<file path="config.mk">
export PLATFORM = sky130hd
export DESIGN_NAME = hbm_mvm_trp_csr_slave
export DESIGN_NICKNAME = d
export VERILOG_FILES = /design/src/rtl/hbm_mvm_csr_pkg.sv /design/src/rtl/hbm_mvm_trp_csr_slave.sv
export SDC_FILE = /design/constraint.sdc
export NUM_CORES = 1
export LEC_CHECK = 0
export CORE_UTILIZATION = 32
export DETAILED_ROUTE_END_ITERATION = 12
export PLACE_DENSITY = 0.59
export SLEW_MARGIN = 15
export SYNTH_ARGS = -nofsm -noshare
export SYNTH_HDL_FRONTEND = slang
export SYNTH_SLANG_ARGS = --single-unit
</file>
<file path="constraint.sdc">
create_clock -name clk -period 3 [get_ports clk]
set_input_delay 0.6 -clock clk [delete_from_list [all_inputs] [get_ports clk]]
set_output_delay 0.6 -clock clk [all_outputs]
set_load 0.005 [all_outputs]
</file>
<file path="src/rtl/hbm_mvm_csr_pkg.sv">
// Shared definitions for the transposed-MVM CSR slave: register map, response codes,
// FSM state types and the configuration bundle handed to the MVM_afterTRP core.
package hbm_mvm_csr_pkg;

   localparam int CFG_TOKEN_W = 16;
   localparam int CFG_HEAD_W  = 8;

   localparam logic [7:0] OFF_CTRL            = 8'h00;
   localparam logic [7:0] OFF_STATUS          = 8'h04;
   localparam logic [7:0] OFF_DAT_IN_BASE     = 8'h08;
   localparam logic [7:0] OFF_DAT_IN_HSTRIDE  = 8'h0C;
   localparam logic [7:0] OFF_DAT_IN_LSTRIDE  = 8'h10;
   localparam logic [7:0] OFF_WT_BASE         = 8'h14;
   localparam logic [7:0] OFF_DAT_OUT_BASE    = 8'h18;
   localparam logic [7:0] OFF_DAT_OUT_HSTRIDE = 8'h1C;
   localparam logic [7:0] OFF_DAT_OUT_LSTRIDE = 8'h20;
   localparam logic [7:0] OFF_TOKEN           = 8'h24;
   localparam logic [7:0] OFF_FEATURE_HEAD    = 8'h28;
   localparam logic [7:0] OFF_WEIGHT_HEAD     = 8'h2C;
   localparam logic [7:0] OFF_KV_CACHE_MODE   = 8'h30;

   localparam logic [1:0] RESP_OKAY   = 2'b00;
   localparam logic [1:0] RESP_SLVERR = 2'b10;

   typedef enum logic {W_IDLE, W_RESP} wstate_t;
   typedef enum logic {R_IDLE, R_DATA} rstate_t;

   typedef enum logic [3:0] {
      REG_CTRL, REG_STATUS, REG_DIN_BASE, REG_DIN_HSTR, REG_DIN_LSTR, REG_WT_BASE,
      REG_DOUT_BASE, REG_DOUT_HSTR, REG_DOUT_LSTR, REG_TOKEN, REG_FHEAD, REG_WHEAD,
      REG_KV, REG_NONE
   } reg_id_t;

   typedef struct packed {
      logic [31:0]            dat_in_base;
      logic [31:0]            dat_in_head_stride;
      logic [31:0]            dat_in_line_stride;
      logic [31:0]            wt_base;
      logic [31:0]            dat_out_base;
      logic [31:0]            dat_out_head_stride;
      logic [31:0]            dat_out_line_stride;
      logic [CFG_TOKEN_W-1:0] token;
      logic [CFG_HEAD_W-1:0]  feature_head;
      logic [CFG_HEAD_W-1:0]  weight_head;
      logic                   kv_cache_mode;
   } cfg_t;

   function automatic logic [31:0] strb_merge(input logic [31:0] old_val,
                                              input logic [31:0] wr_val,
                                              input logic [3:0]  strb);
      logic [31:0] res;
      res = old_val;
      for (int i = 0; i < 4; i++)
         if (strb[i]) res[8*i +: 8] = wr_val[8*i +: 8];
      return res;
   endfunction

endpackage

</file>
<file path="src/rtl/hbm_mvm_trp_csr_slave.sv">
// AXI4-Lite register slave for the transposed-MVM core: holds the layout config,
// launches the core with a one-cycle start pulse and tracks busy / sticky done / irq.
//
// state  | meaning
// W_IDLE | collecting AW and W beats (either order), update when both are held
// W_RESP | write response presented, waiting for bready
// R_IDLE | arready high, waiting for a read address
// R_DATA | read data presented, waiting for rready
module hbm_mvm_trp_csr_slave
   import hbm_mvm_csr_pkg::*;
#(
   parameter int ADDR_W  = 8,
   parameter int DATA_W  = 32,
   parameter int TOKEN_W = CFG_TOKEN_W,
   parameter int HEAD_W  = CFG_HEAD_W
) (
   input  logic              clk,
   input  logic              rst_n,
   input  logic              s_awvalid,
   output logic              s_awready,
   input  logic [ADDR_W-1:0] s_awaddr,
   input  logic              s_wvalid,
   output logic              s_wready,
   input  logic [DATA_W-1:0] s_wdata,
   input  logic [3:0]        s_wstrb,
   output logic              s_bvalid,
   input  logic              s_bready,
   output logic [1:0]        s_bresp,
   input  logic              s_arvalid,
   output logic              s_arready,
   input  logic [ADDR_W-1:0] s_araddr,
   output logic              s_rvalid,
   input  logic              s_rready,
   output logic [DATA_W-1:0] s_rdata,
   output logic [1:0]        s_rresp,
   output logic [31:0]       cfg_dat_in_base,
   output logic [31:0]       cfg_dat_in_head_stride,
   output logic [31:0]       cfg_dat_in_line_stride,
   output logic [31:0]       cfg_wt_base,
   output logic [31:0]       cfg_dat_out_base,
   output logic [31:0]       cfg_dat_out_head_stride,
   output logic [31:0]       cfg_dat_out_line_stride,
   output logic [TOKEN_W-1:0] cfg_token,
   output logic [HEAD_W-1:0] cfg_feature_head,
   output logic [HEAD_W-1:0] cfg_weight_head,
   output logic              cfg_kv_cache_mode,
   output logic              core_start,
   input  logic              core_done,
   output logic              irq
);

   function automatic reg_id_t reg_decode(input logic [ADDR_W-1:0] addr);
      logic [ADDR_W-1:0] word;
      word = addr >> 2;
      case (word)
         ADDR_W'(OFF_CTRL >> 2):            return REG_CTRL;
         ADDR_W'(OFF_STATUS >> 2):          return REG_STATUS;
         ADDR_W'(OFF_DAT_IN_BASE >> 2):     return REG_DIN_BASE;
         ADDR_W'(OFF_DAT_IN_HSTRIDE >> 2):  return REG_DIN_HSTR;
         ADDR_W'(OFF_DAT_IN_LSTRIDE >> 2):  return REG_DIN_LSTR;
         ADDR_W'(OFF_WT_BASE >> 2):         return REG_WT_BASE;
         ADDR_W'(OFF_DAT_OUT_BASE >> 2):    return REG_DOUT_BASE;
         ADDR_W'(OFF_DAT_OUT_HSTRIDE >> 2): return REG_DOUT_HSTR;
         ADDR_W'(OFF_DAT_OUT_LSTRIDE >> 2): return REG_DOUT_LSTR;
         ADDR_W'(OFF_TOKEN >> 2):           return REG_TOKEN;
         ADDR_W'(OFF_FEATURE_HEAD >> 2):    return REG_FHEAD;
         ADDR_W'(OFF_WEIGHT_HEAD >> 2):     return REG_WHEAD;
         ADDR_W'(OFF_KV_CACHE_MODE >> 2):   return REG_KV;
         default:                           return REG_NONE;
      endcase
   endfunction

   wstate_t           wstate;
   rstate_t           rstate;
   cfg_t              cfg;
   logic              busy, done, irq_en, start_q;
   logic              have_aw, have_w;
   logic [ADDR_W-1:0] aw_q;
   logic [DATA_W-1:0] w_q;
   logic [3:0]        strb_q;

   logic              aw_fire, w_fire, do_write, wr_cfg, wr_err, wr_ok, done_set;
   logic [ADDR_W-1:0] wr_addr;
   logic [DATA_W-1:0] wr_data;
   logic [3:0]        wr_strb;
   reg_id_t           wr_reg, rd_reg;
   logic [31:0]       rd_val;
   logic              rd_err;

   // A beat arriving in the same cycle as its partner is used directly, so the
   // update always lands on the edge that completes the second handshake.
   assign aw_fire  = s_awvalid & s_awready;
   assign w_fire   = s_wvalid & s_wready;
   assign wr_addr  = have_aw ? aw_q : s_awaddr;
   assign wr_data  = have_w ? w_q : s_wdata;
   assign wr_strb  = have_w ? strb_q : s_wstrb;
   assign do_write = (wstate == W_IDLE) & (have_aw | aw_fire) & (have_w | w_fire);
   assign wr_reg   = reg_decode(wr_addr);
   assign wr_cfg   = !(wr_reg inside {REG_CTRL, REG_STATUS, REG_NONE});
   assign wr_err   = (wr_reg == REG_NONE) | (busy & wr_cfg)
                   | (busy & (wr_reg == REG_CTRL) & wr_strb[0] & wr_data[0]);
   assign wr_ok    = do_write & ~wr_err;
   assign done_set = core_done & busy;

   always_ff @(posedge clk or negedge rst_n) begin
      if (!rst_n) begin
         wstate    <= W_IDLE;
         s_awready <= 1'b0;
         s_wready  <= 1'b0;
         s_bvalid  <= 1'b0;
         s_bresp   <= RESP_OKAY;
         have_aw   <= 1'b0;
         have_w    <= 1'b0;
         aw_q      <= '0;
         w_q       <= '0;
         strb_q    <= '0;
      end else begin
         case (wstate)
            W_IDLE: begin
               if (do_write) begin
                  have_aw   <= 1'b0;
                  have_w    <= 1'b0;
                  s_awready <= 1'b0;
                  s_wready  <= 1'b0;
                  s_bvalid  <= 1'b1;
                  s_bresp   <= wr_err ? RESP_SLVERR : RESP_OKAY;
                  wstate    <= W_RESP;
               end else begin
                  if (aw_fire) begin
                     aw_q      <= s_awaddr;
                     have_aw   <= 1'b1;
                     s_awready <= 1'b0;
                  end else if (!have_aw) begin
                     s_awready <= 1'b1;
                  end
                  if (w_fire) begin
                     w_q      <= s_wdata;
                     strb_q   <= s_wstrb;
                     have_w   <= 1'b1;
                     s_wready <= 1'b0;
                  end else if (!have_w) begin
                     s_wready <= 1'b1;
                  end
               end
            end
            W_RESP: begin
               if (s_bready) begin
                  s_bvalid  <= 1'b0;
                  s_awready <= 1'b1;
                  s_wready  <= 1'b1;
                  wstate    <= W_IDLE;
               end
            end
            default: wstate <= W_IDLE;
         endcase
      end
   end

   always_ff @(posedge clk or negedge rst_n) begin
      if (!rst_n) begin
         cfg        <= '0;
         busy       <= 1'b0;
         done       <= 1'b0;
         irq_en     <= 1'b0;
         start_q    <= 1'b0;
         core_start <= 1'b0;
      end else begin
         core_start <= start_q;
         start_q    <= 1'b0;
         if (done_set) begin
            busy <= 1'b0;
            done <= 1'b1;
         end
         if (wr_ok) begin
            case (wr_reg)
               REG_CTRL: if (wr_strb[0]) begin
                  irq_en <= wr_data[1];
                  if (wr_data[0]) begin
                     busy    <= 1'b1;
                     done    <= 1'b0;
                     start_q <= 1'b1;
                  end
               end
               // a completion in the same cycle outranks the host clearing DONE
               REG_STATUS: if (wr_strb[0] && wr_data[1] && !done_set) done <= 1'b0;
               REG_DIN_BASE:  cfg.dat_in_base         <= strb_merge(cfg.dat_in_base, wr_data, wr_strb);
               REG_DIN_HSTR:  cfg.dat_in_head_stride  <= strb_merge(cfg.dat_in_head_stride, wr_data, wr_strb);
               REG_DIN_LSTR:  cfg.dat_in_line_stride  <= strb_merge(cfg.dat_in_line_stride, wr_data, wr_strb);
               REG_WT_BASE:   cfg.wt_base             <= strb_merge(cfg.wt_base, wr_data, wr_strb);
               REG_DOUT_BASE: cfg.dat_out_base        <= strb_merge(cfg.dat_out_base, wr_data, wr_strb);
               REG_DOUT_HSTR: cfg.dat_out_head_stride <= strb_merge(cfg.dat_out_head_stride, wr_data, wr_strb);
               REG_DOUT_LSTR: cfg.dat_out_line_stride <= strb_merge(cfg.dat_out_line_stride, wr_data, wr_strb);
               REG_TOKEN: cfg.token <= CFG_TOKEN_W'(strb_merge(32'(cfg.token), wr_data, wr_strb));
               REG_FHEAD: cfg.feature_head <= CFG_HEAD_W'(strb_merge(32'(cfg.feature_head), wr_data, wr_strb));
               REG_WHEAD: cfg.weight_head  <= CFG_HEAD_W'(strb_merge(32'(cfg.weight_head), wr_data, wr_strb));
               REG_KV: if (wr_strb[0]) cfg.kv_cache_mode <= wr_data[0];
               default: ;
            endcase
         end
      end
   end

   always_comb begin
      rd_reg = reg_decode(s_araddr);
      rd_val = '0;
      rd_err = 1'b0;
      case (rd_reg)
         REG_CTRL:      rd_val = {30'd0, irq_en, 1'b0};
         REG_STATUS:    rd_val = {30'd0, done, busy};
         REG_DIN_BASE:  rd_val = cfg.dat_in_base;
         REG_DIN_HSTR:  rd_val = cfg.dat_in_head_stride;
         REG_DIN_LSTR:  rd_val = cfg.dat_in_line_stride;
         REG_WT_BASE:   rd_val = cfg.wt_base;
         REG_DOUT_BASE: rd_val = cfg.dat_out_base;
         REG_DOUT_HSTR: rd_val = cfg.dat_out_head_stride;
         REG_DOUT_LSTR: rd_val = cfg.dat_out_line_stride;
         REG_TOKEN:     rd_val = 32'(cfg.token);
         REG_FHEAD:     rd_val = 32'(cfg.feature_head);
         REG_WHEAD:     rd_val = 32'(cfg.weight_head);
         REG_KV:        rd_val = {31'd0, cfg.kv_cache_mode};
         default:       rd_err = 1'b1;
      endcase
   end

   always_ff @(posedge clk or negedge rst_n) begin
      if (!rst_n) begin
         rstate    <= R_IDLE;
         s_arready <= 1'b0;
         s_rvalid  <= 1'b0;
         s_rdata   <= '0;
         s_rresp   <= RESP_OKAY;
      end else begin
         case (rstate)
            R_IDLE: begin
               if (s_arvalid && s_arready) begin
                  s_rdata   <= rd_val;
                  s_rresp   <= rd_err ? RESP_SLVERR : RESP_OKAY;
                  s_rvalid  <= 1'b1;
                  s_arready <= 1'b0;
                  rstate    <= R_DATA;
               end else begin
                  s_arready <= 1'b1;
               end
            end
            R_DATA: begin
               if (s_rready) begin
                  s_rvalid  <= 1'b0;
                  s_arready <= 1'b1;
                  rstate    <= R_IDLE;
               end
            end
            default: rstate <= R_IDLE;
         endcase
      end
   end

   assign cfg_dat_in_base         = cfg.dat_in_base;
   assign cfg_dat_in_head_stride  = cfg.dat_in_head_stride;
   assign cfg_dat_in_line_stride  = cfg.dat_in_line_stride;
   assign cfg_wt_base             = cfg.wt_base;
   assign cfg_dat_out_base        = cfg.dat_out_base;
   assign cfg_dat_out_head_stride = cfg.dat_out_head_stride;
   assign cfg_dat_out_line_stride = cfg.dat_out_line_stride;
   assign cfg_token               = cfg.token;
   assign cfg_feature_head        = cfg.feature_head;
   assign cfg_weight_head         = cfg.weight_head;
   assign cfg_kv_cache_mode       = cfg.kv_cache_mode;
   assign irq                     = done & irq_en;

endmodule
</file>
Word-level counts from Yosys, hierarchy flattened:

Memories as Yosys holds them, arrays and structs flattened.
Index checks and enable logic that the tools add are counted.

* div/mod/pow operators: 0
* bitwise gates (word level): 19
* reduce and logical (&&, ||, !) cells: 57
* magnitude comparators: 0
* add/sub/neg operators: 0
* equal/unequal tests: 31
* shifts and indexed selects: 0
* multiply operators: 0
* multiplexer cells: 51

Operator list (number)
* 32-bit case mux with 13 select lines: 1
* 3-bit AND reduction: 36
* 4-bit == test, second input constant: 11
* 1-bit two-way mux: 35
* 4-bit by 3-bit == test with 1-bit output, second input constant: 8
* 32-bit two-way mux: 1
* 4-bit by 2-bit == test with 1-bit output, second input constant: 4
* 4-bit logical NOT: 4
* 1-bit case mux with 2 select lines: 8
* 2-bit AND reduction: 8
* 13-bit OR reduction: 1
* 4-bit two-way mux: 3
* 1-bit bitwise AND: 11
* 4-bit by 1-bit == test with 1-bit output, second input constant: 2
* 8-bit two-way mux: 1
* 2-bit inequality test, second input constant: 4
* 4-bit inequality test, second input constant: 2
* 2-bit two-way mux: 2
* 1-bit inverter: 4
* 1-bit bitwise OR: 4
* 2-bit nonzero test: 2
* 1-bit logical AND: 3
* 3-bit nonzero test: 1
* 1-bit logical NOT: 2

* bits in registers: 351
* ROM bits: 128
* memories: 2
* bits of input ports: 60
* latch bits: 0
* word-level logic and storage cells: 213
* output and inout port bits: 300
* memory bits (writable): 0

Memories
* (name not given): words 16, bits a word 4, read ports 1, clocked after memory_dff 0, wr ports 0, line hbm_mvm_trp_csr_slave.sv:55 `case (word)`
* (name not given): words 16, bits a word 4, read ports 1, clocked after memory_dff 0, wr ports 0, line hbm_mvm_trp_csr_slave.sv:55

Depth between registers and ports, before layout:

* depth in word-level cells: 12
* mapped depth: 9
* mapped depth without buffers: 5

Worst setup path after synthesis:

No wires, ideal clock.

* kind: input to register
* from: input port s_araddr[2]
* to: register s_rdata[1]
* data required time: 2.874 ns
* arrival: 2.186 ns
* setup time: 0.126 ns
* stages: 7
* path slack: 0.688 ns
* cell sequence: clkbuf_1 clkbuf_1 mux2_2 a22o_1 a22oi_1 a31oi_1 a221o_1

* word-level cells in the longest chain between the ends: 4
* elaborated cells on any way between the ends: 16

Ends and longest elaborated chain
* start, declared: line hbm_mvm_trp_csr_slave.sv:31 `input logic [ADDR_W-1:0] s_araddr,`
* memory 16 x 4 bit *
* 4-bit two-way mux *: line hbm_mvm_trp_csr_slave.sv:55
* 4-bit == test, or another cell as far along: line hbm_mvm_trp_csr_slave.sv:207 `case (rd_reg)`
* 32-bit case mux with 13 select lines *: line hbm_mvm_trp_csr_slave.sv:207
* end signal, assigned: line hbm_mvm_trp_csr_slave.sv:236 `s_rdata <= rd_val;`
* end, declared: line hbm_mvm_trp_csr_slave.sv:34 `output logic [DATA_W-1:0] s_rdata,`

Every way passes the cells marked *; elsewhere a longest branch is shown, timed or not.
A chain may end at the register's enable or synchronous reset.

Worst setup path in the final report:

* from: register have_aw
* to: register cfg, in the netlist cfg_dat_out_base[29]

* word-level cells in the longest chain between the ends: 12
* elaborated cells on any way between the ends: 22

Ends and longest elaborated chain
* start, declared: line hbm_mvm_trp_csr_slave.sv:77 `logic have_aw, have_w;`
* start signal, assigned: line hbm_mvm_trp_csr_slave.sv:112 `have_aw <= 1'b0;`
* start signal, assigned: line hbm_mvm_trp_csr_slave.sv:121 `have_aw <= 1'b0;`
* start signal, assigned: line hbm_mvm_trp_csr_slave.sv:131 `have_aw <= 1'b1;`
* 8-bit two-way mux: line hbm_mvm_trp_csr_slave.sv:94 `assign wr_addr = have_aw ? aw_q : s_awaddr;`
* memory 16 x 4 bit or 4-bit logical NOT (tied branches)
* 4-bit two-way mux: line hbm_mvm_trp_csr_slave.sv:55
* 4-bit by 1-bit == test with 1-bit output, or another cell as far along: line hbm_mvm_trp_csr_slave.sv:99 `assign wr_cfg = !(wr_reg inside {REG_CTRL, REG_STATUS, REG_NONE});`
* 3-bit nonzero test: line hbm_mvm_trp_csr_slave.sv:99
* 1-bit logical NOT: line hbm_mvm_trp_csr_slave.sv:99
* 1-bit bitwise AND: line hbm_mvm_trp_csr_slave.sv:100 `assign wr_err = (wr_reg == REG_NONE) | (busy & wr_cfg)`
* 1-bit bitwise OR: line hbm_mvm_trp_csr_slave.sv:100
* 1-bit bitwise OR: line hbm_mvm_trp_csr_slave.sv:101 `| (busy & (wr_reg == REG_CTRL) & wr_strb[0] & wr_data[0]);`
* 1-bit inverter: line hbm_mvm_trp_csr_slave.sv:102 `assign wr_ok = do_write & ~wr_err;`
* 1-bit bitwise AND: line hbm_mvm_trp_csr_slave.sv:102
* 3-bit AND reduction (no line) *
* end, declared: line hbm_mvm_trp_csr_slave.sv:75 `cfg_t cfg;`

Marks and branches as above.

==> reports/qor.yml <==
fp.dieW_um: 223.1
final_core_util_pct: 45.46
ys_warn_count: 0
skew_ns: 0.02802
tightest_slew_ns: 0.8364
crit_path_top_delay_cell: "dfrtp_1"
synth_compound_area_share_pct: 8.006
root_buffer: "clkbuf_16"
fmax_mhz: 369.8
cp.arrival_ns: 3.14
dp_hpwl_um: 39790
ys.flop_type: "dfrtp_1"
syn_to_final_growth_pct: 39.33
finalCritPeriodShare_pct: 90.14
netlist_instances: 1121
synth_cell_types: 60
synth_edf_count: 0
first_pass_iters: 5
cp_data_required_time_ns: 3.44
grt_remaining_overflow: 0
grtUsageTotal_pct: 22.22
slew_violations: 0
leakagePower_uw: 0.009808
io_pins: 360
path_class: "flip-flop to flip-flop"
antenna_found_initial: 1
core_region_area_um2: 47950
avgViaCountPerCell: 5.340
clk_path_buf_depth: 3
drive_gt1_share_pct: 34.53
fillCellCount: 4345
ys_seq_area_share_pct: 55.51
ir_drop_uv: 416.1
synthXorXnorAreaFrac_pct: 0
powerDensity_nw_per_um2: 754.8
rsz0062_at_grt: "false"
maxCapViolCount: 0
synth_area_leaders: "dfrtp_1 (56%), mux2_2 (24%), a22oi_1 (2.2%)"
synth_simple_gate_area_share_pct: 7.758
status: "finished clean"
post_cts_resized: 0
cp_slowest_stage_delay_ns: 0.72
async_flop_share_pct: 100.0
muxShareOfSynthArea_pct: 26.67
ys_seq_elements: 347
vias: 11640
initial_core_util_pct: 32.63
wl_per_cell_um: 25.26
final_common_cell: "clkdlybuf4s50_1"
synth_top_family_by_area: "multiplexers"
portBuffers: 353
cts.sinks: 347
finalHoldViolCount: 0
cts_tree: "built"
drt_iter0_drc: 751
finalPower_uw: 16450
synth_fa_ha_area_share_pct: 0
drt_wl_total_um: 55050
mostFrequentLayoutCells: "clkdlybuf4s50_1 (351), dfrtp_1 (346), mux2_2 (332)"
layout_min_cycle_time_ns: 2.704
cts.clk_slew.worst_paths_ns: 0.06
grt_pass1_wl_um: 81750
cts_made_buffers: 40
setup_violations: 0
drc: 0
crit_fanout: 19
syn_area_per_cell_um2: 13.96
place.gp.congestion: 0.8356
netlist.area_leader.share_pct: 55.51
num_antenna_cells: 0
grt_max_degree: 96
cts_max_level: 2
min_path_type: "input pin to asynchronous set/reset pin"
die_height_um: 223.1
cp-end-kind: "flip-flop"
clk_latency_ns: 0.56
num_rows: 80
grt_pass1_vias: 12340
yosysTopAreaCell: "dfrtp_1"
cts_setup_buffers: 0
final_nets: 1595
detail-route-antenna-nets: 0
relSlewSlack_pct: 44.24
worstSetupStartpointType: "flip-flop"
dieArea_um2: 49780
cp_cell_sequence: "a21oi_1 -> or3_1 -> nor2_4 -> buf_4 -> nand3_2 -> mux2_2"
cts_hold_buf: 0
synth_area_um2: 15640
registers in the layout (all words and copies together) (netlist names), 4 cells and up:
name / count
cfg_dat_in_head_stride: 32
s_rdata: 32
cfg_dat_out_head_stride: 32
cfg_dat_out_base: 32
cfg_weight_head: 8
cfg_wt_base: 32
w_q: 32
strb_q: 4
cfg_dat_in_base: 32
cfg_dat_out_line_stride: 32
cfg_feature_head: 8
cfg_token: 16
aw_q: 6
cfg_dat_in_line_stride: 32
cells in the mapped netlist (8+ instances only):
library cell  number
dfrtp_1          347
mux2_2           332
a22oi_1           46
clkbuf_1          37
nand2_1           28
a22o_1            27
nand3_1           27
a221oi_1          26
nor2_1            26
and3_1            24
nand3_2           24
a21oi_1           17
buf_2             15
mux4_2            14
a222oi_1          11
o21ai_0           11
buf_4              8
mux2i_1            8
worst max-delay path, delay by kind of cell, from the launching register on:
family          cells  cell delay, ns
mux                 1            0.39
compound gates      1            0.20
buf+inv             1            0.18
flops               1            0.72
simple gates        3            1.11
kinds of logic after synthesis:
group,Yosys count
AOI/OAI and AO/OA,162
buffers and inverters,70
DFF,347
muxes,357
other,1
and+or+nand+nor,184
worst paths after layout:
check                           slack, ns  depth (start not counted)           startpoint                                to
worst max-delay path                 0.30                          6  have_aw$_DFFE_PN0P_  cfg_dat_out_base[29]$_DFFE_PN0P_
worst min-delay path                 0.09                          1                rst_n               w_q[17]$_DFFE_PN0P_
worst max register to register       0.30                          6  have_aw$_DFFE_PN0P_  cfg_dat_out_base[29]$_DFFE_PN0P_
worst min register to register       0.37                          0    start_q$_DFF_PN0_              core_start$_DFF_PN0_
max in group asynchronous            2.02                          2                rst_n    cfg_weight_head[2]$_DFFE_PN0P_
min in group clk                     0.37                          0    start_q$_DFF_PN0_              core_start$_DFF_PN0_
report_power, final:
group          switching (uW)  internal, uW
Clock                    1950          2870
Combinational            2040          2790
Sequential               1000          5810
Total                    4980         11500
layer usage:
metal  wire [um]  up-vias  GRT usage (%)
met5          17        -              0
met4        1319        2          6.630
met3        4106       73          6.190
met2       25810      444          36.10
met1       23800     6011          28.78
li1            -     5105              -
area by class of cell:
type	instances	area [um2]	share of cell area, %
Sequential cell	347	8685	39.85
Multi-Input combinational cell	705	6686	30.68
Timing Repair Buffer	435	4337	19.90
Clock buffer	64	1221	5.603
Tap cell	615	769.5	3.530
Clock inverter	7	75.07	0.3444
Inverter	6	22.52	0.1033
through the flow:
step	setup slack (ns)	area (um2)	instances	setup TNS [ns]	hold WS, ns
5_1_grt	0.1289	21800	2179	0	0.1433
3_3_place_gp	-0.04808	20500	2108	-0.4075	0.3469
4_1_cts	0.2721	21800	2179	0	0.1075
2_1_floorplan	0.6877	15650	1122	0	0.3044
6_report	0.2957	21800	2179	0	0.08839
3_5_place_dp	-0.05798	20500	2108	-0.5690	0.3457
No activity file was read; power rests on OpenSTA's default activity.
